**src/rtl/key_step_pkg.sv**
```systemverilog
// key_step_pkg: shared state encoding and default sizing for the key step generator
package key_step_pkg;

   typedef enum logic [1:0] {
      IDLE        = 2'd0,
      PRESS_CHK   = 2'd1,
      HELD        = 2'd2,
      RELEASE_CHK = 2'd3
   } state_t;

   localparam int DEBOUNCE_CYCLES_DEF = 500000;
   localparam int CNT_W_DEF           = 20;
   localparam int PCNT_W_DEF          = 8;

endpackage

```
**src/rtl/sync_2ff.sv**
```systemverilog
// sync_2ff: 1-bit two-flop synchroniser, async active-high reset to 0
module sync_2ff (
   input  logic clk,
   input  logic reset,
   input  logic d_i,
   output logic q_o
);

   logic meta_q;
   logic sync_q;

   // plain two-stage shift, nothing between the flops so the first stage can settle
   always_ff @(posedge clk or posedge reset) begin
      if (reset) begin
         meta_q <= 1'b0;
         sync_q <= 1'b0;
      end else begin
         meta_q <= d_i;
         sync_q <= meta_q;
      end
   end

   assign q_o = sync_q;

endmodule

```
**src/rtl/key_step_gen.sv**
```systemverilog
// key_step_gen: synchronise and debounce a push-button into step/release strobes with a captured data bit
module key_step_gen
   import key_step_pkg::*;
#(
   parameter int DEBOUNCE_CYCLES = DEBOUNCE_CYCLES_DEF,
   parameter int CNT_W           = CNT_W_DEF,
   parameter int PCNT_W          = PCNT_W_DEF
) (
   input  logic              clk,
   input  logic              reset,
   input  logic              anjian,
   input  logic              x,
   output logic              key_o,
   output logic              step_pulse,
   output logic              x_o,
   output logic              release_pulse,
   output logic [PCNT_W-1:0] press_cnt
);

   localparam logic [CNT_W-1:0]  CNT_LAST = CNT_W'(DEBOUNCE_CYCLES - 1);
   localparam logic [CNT_W-1:0]  CNT_ONE  = CNT_W'(1);
   localparam logic [PCNT_W-1:0] PCNT_ONE = PCNT_W'(1);

   logic              key_s;
   logic              x_s;
   state_t            state_q;
   logic [CNT_W-1:0]  cnt_q;
   logic              key_q;
   logic              step_q;
   logic              xo_q;
   logic              rel_q;
   logic [PCNT_W-1:0] pcnt_q;
   logic              cnt_done;

   sync_2ff u_sync_key (
      .clk   (clk),
      .reset (reset),
      .d_i   (anjian),
      .q_o   (key_s)
   );

   sync_2ff u_sync_x (
      .clk   (clk),
      .reset (reset),
      .d_i   (x),
      .q_o   (x_s)
   );

   // the stable-sample run that started with cnt=1 reaches DEBOUNCE_CYCLES on this compare
   assign cnt_done = (cnt_q == CNT_LAST);

   // debounce FSM with registered level, strobes, captured data bit and press counter
   always_ff @(posedge clk or posedge reset) begin
      if (reset) begin
         state_q <= IDLE;
         cnt_q   <= '0;
         key_q   <= 1'b0;
         step_q  <= 1'b0;
         xo_q    <= 1'b0;
         rel_q   <= 1'b0;
         pcnt_q  <= '0;
      end else begin
         step_q <= 1'b0;
         rel_q  <= 1'b0;
         case (state_q)
            IDLE: begin
               if (key_s) begin
                  state_q <= PRESS_CHK;
                  cnt_q   <= CNT_ONE;
               end
            end
            PRESS_CHK: begin
               if (!key_s) begin
                  state_q <= IDLE;
                  cnt_q   <= '0;
               end else if (cnt_done) begin
                  state_q <= HELD;
                  cnt_q   <= '0;
                  step_q  <= 1'b1;
                  key_q   <= 1'b1;
                  xo_q    <= x_s;
                  pcnt_q  <= pcnt_q + PCNT_ONE;
               end else begin
                  cnt_q <= cnt_q + CNT_ONE;
               end
            end
            HELD: begin
               if (!key_s) begin
                  state_q <= RELEASE_CHK;
                  cnt_q   <= CNT_ONE;
               end
            end
            RELEASE_CHK: begin
               if (key_s) begin
                  state_q <= HELD;
                  cnt_q   <= '0;
               end else if (cnt_done) begin
                  state_q <= IDLE;
                  cnt_q   <= '0;
                  rel_q   <= 1'b1;
                  key_q   <= 1'b0;
               end else begin
                  cnt_q <= cnt_q + CNT_ONE;
               end
            end
            default: begin
               state_q <= IDLE;
               cnt_q   <= '0;
            end
         endcase
      end
   end

   assign key_o         = key_q;
   assign step_pulse    = step_q;
   assign x_o           = xo_q;
   assign release_pulse = rel_q;
   assign press_cnt     = pcnt_q;

endmodule

```
**config.mk**
```make
export PLATFORM = sky130hd
export DESIGN_NAME = key_step_gen
export DESIGN_NICKNAME = d
export VERILOG_FILES = /design/src/rtl/key_step_pkg.sv /design/src/rtl/sync_2ff.sv /design/src/rtl/key_step_gen.sv
export SDC_FILE = /design/constraint.sdc
export NUM_CORES = 1
export LEC_CHECK = 0
export ABC_CLOCK_PERIOD_IN_PS = 2200
export BUFFER_PORTS_ARGS = -buffer_cell sky130_fd_sc_hd__buf_2
export CORE_ASPECT_RATIO = 0.8
export CORE_UTILIZATION = 55
export CTS_CLUSTER_DIAMETER = 60
export CTS_CLUSTER_SIZE = 40
export DETAILED_ROUTE_END_ITERATION = 10
export HOLD_SLACK_MARGIN = 0.05
export PLACE_DENSITY = 0.74
export SLEW_MARGIN = 20
export SYNTH_ARGS = -nofsm -noshare
export SYNTH_HDL_FRONTEND = slang
export SYNTH_SLANG_ARGS = --single-unit
```
**constraint.sdc**
```tcl
create_clock -name clk -period 2.2 [get_ports clk]
set_input_delay 0.44 -clock clk [delete_from_list [all_inputs] [get_ports clk]]
set_output_delay 0.44 -clock clk [all_outputs]
set_load 0.05 [all_outputs]
```
==> results_dict.tcl <==
set metrics [dict create \
    status "finished clean" \
    fin_crit_ns 2.091 \
    r2r_start "cnt_q[0]" \
    slew_headroom_pct 68.98 \
    synth_fp_nets 196 \
    drv_slew 0 \
    syn-instance-count 190 \
    intPower_uw 1044 \
    clkPwrFrac_pct 41.6 \
    wirelength_mm 3.881 \
    power_frac_seq_pct 53.6 \
    powerDensity_mw_per_mm2 618.1 \
    io_pins 16 \
    grt_antenna_before_repair 0 \
    drive_above_1_share_pct 21.90 \
    nets 215 \
    core_area_sq_mm 0.003221 \
    place_congestion 0.9194 \
    drt-pass1-iter-count 6 \
    grt_max_degree 39 \
    critPathRequiredTime_ns 2.38 \
    worstPathArrival_ns 2.27 \
    cts_sinks 38 \
    cts_buffer_depth 2 \
    routed-via-count 1513 \
    cts-root-buf "clkbuf_8" \
    route.met3.wl_um 261 \
    synth-seq-cells 38 \
    crit_fanout 9 \
    power.switching_uw 292.5 \
    die_area_sq_mm 0.003767 \
    mostFrequentLayoutCell "dfrtp_1" \
    port_buffers 15 \
    wl_per_cell_um 15.52 \
    final_cell_mix "38 x dfrtp_1, 18 x o21ai_0, 15 x buf_2" \
    postCtsSetupRepairBufs 0 \
    drcViolationCount 0 \
    post-route-period-util_pct 95.04 \
    dp_cells 242 \
    ys_seq_area_share_pct 49.06 \
    post-place-ws_ns 0.1116 \
    largest_register "cnt_q" \
    start_util_pct 60.18 \
    regToRegSetupSlack_ns 0.11 \
    r2r_cells 5 \
    fin_cells 250 \
    area_delta_synth_final_pct 11.56 \
    dieWidth_um 68.37 \
    tns_ns 0 \
    htreeDepth 2 \
    ant_nets 0 \
    crit_chain "ha_1, and4_1, and3_1, and3b_1, mux2_2" \
    clk_latency_ns 0.29 \
    slowest_delay_ns 0.44 \
    grt_overflow 0 \
    grt_pass1_vias 1470 \
    track_usage_pct 25.23 \
    drt-met1-wl_mm 1.835 \
    cts_resized 0 \
    startpoint_type "register" \
    slowest_stage "and3b_1" \
    syn_area_per_cell_sq_um 10.20 \
    synth_cell_types 45 \
    setup_viol 0 \
    path_class "register to register" \
    grt_pass1_wl_mm 6.693 \
    crit_path_end_kind "register" \
    dr_wl_met2_mm 1.737 \
    skew_ns 0.003363 \
    cts_tree "yes" \
    hpwl_mm 2.732 \
    leakage_uw 0.001001 \
    hold_class "input port to async pin" \
    fp-row-count 18 \
    worst_slew_pin_slew_ns 0.4652 \
    synth_area_sq_mm 0.001938 \
    clk_pin_slew_worst_paths_ns 0.07 \
    r2r-end "press_cnt[1]" \
    setup_slack_ns 0.1090 \
    cts_made_buffers 5 \
    peakVddDrop_mv 0.3729 \
    cap_violations 0 \
    switching_share_pct 21.89 \
    holdBufCountCts 0 \
    max_clock_freq_mhz 478.3 \
    pwr-share-comb_pct 4.8 \
    startpoint "cnt_q[0]" \
    yosysWarnings 0 \
    final_util_pct 67.13 \
    die_h_um 55.10 \
    insertedDiodeCount 0 \
    largest_register_ffs 20 \
    rsz0062_at_grt "false" \
    vias_per_cell 6.052 \
    highest_layer "met4" \
    finalHoldViolCount 0 \
    drt_iter0_markers 122 \
]
worst max-delay path by stage:
stage	to	cells after the start	slack, ns
finish	press_cnt[1]	5	0.11
global placement	x_o	5	0.23
global route	press_cnt[1]	5	0.01
detailed placement	press_cnt[1]	5	0.11
CTS	press_cnt[1]	5	0.12
floorplan	cnt_q[10]	7	0.41
metrics by stage:
step	power, uW	area (sq um)	hold WS [ns]
after floorplan	774.9	1938	0.3312
after global placement	790.4	2052	0.3404
after detailed placement	794.2	2052	0.3452
after CTS	1348	2162	0.2467
after global routing	1379	2162	0.2450
final	1336	2162	0.2339
routing by layer:
| metal | vias up | track usage [%] |
|---|---|---|
| met5 | - | 0 |
| met4 | 0 | 8.681 |
| met3 | 8 | 6.148 |
| met2 | 46 | 40.20 |
| met1 | 730 | 33.72 |
| li1 | 729 | - |
cell families (layout without fill, tap and decap cells):
kind of cell / Yosys count / count (layout) / synth area share (%)
xor+xnor: 8 / 8 / 4.003
fa+ha+maj: 2 / 2 / 1.291
flops: 38 / 38 / 49.06
mux: 5 / 5 / 2.776
compound gates: 43 / 43 / 13.36
simple gates: 79 / 79 / 25.63
buf+inv: 15 / 35 / 3.873
cell usage after synthesis (all sizes together):
cell type | instances | area share [%]
ha | 2 | 1.3
and3b | 1 | 0.45
or2 | 2 | 0.65
a21oi | 11 | 3.0
and4 | 3 | 1.4
nor4bb | 1 | 0.52
xor2 | 2 | 1.3
nand2 | 12 | 2.5
nor3b | 2 | 0.77
and2 | 5 | 1.6
o21ai | 20 | 5.2
o211ai | 1 | 0.39
a22o | 2 | 0.90
buf | 5 | 1.9
xnor2 | 6 | 2.7
or4 | 1 | 0.58
clkbuf | 3 | 0.58
mux2i | 2 | 1.0
a21o | 5 | 2.3
inv | 7 | 1.4
dfrtp | 38 | 49
nand4 | 9 | 3.9
nand3 | 11 | 2.8
and3 | 5 | 1.6
nor2 | 7 | 1.5
or3 | 6 | 1.9
mux2 | 3 | 1.7
o31ai | 1 | 0.39
o21a | 1 | 0.39
nor4 | 6 | 3.0
nor3 | 7 | 2.1
nand3b | 1 | 0.39
a22oi | 2 | 0.77
layout make-up:
class	instances	area, sq um
tap	40	50.05
sequential	38	950.9
timing repair buffer	20	112.6
clock buffer	8	110.1
fill	248	1059
multi-input combinational	137	912.1
inverter	7	26.28
critical path: cells and delay by family, from the launching register on:
kind	cells	cell delay [ns]
mux	1	0.40
simple gates	3	0.92
fa+ha+maj	1	0.24
flops	1	0.41
power groups by stage:
stage          sequential (uW)  clock [uW]  combinational [uW]
6_report                   716         556                64.1
5_1_grt                    717         590                72.4
4_1_cts                    716         567                65.3
3_5_place_dp               729           0                65.0
3_3_place_gp               728           0                62.1
2_1_floorplan              726           0                49.2
Note: power is estimated with default switching activity, not from simulation.
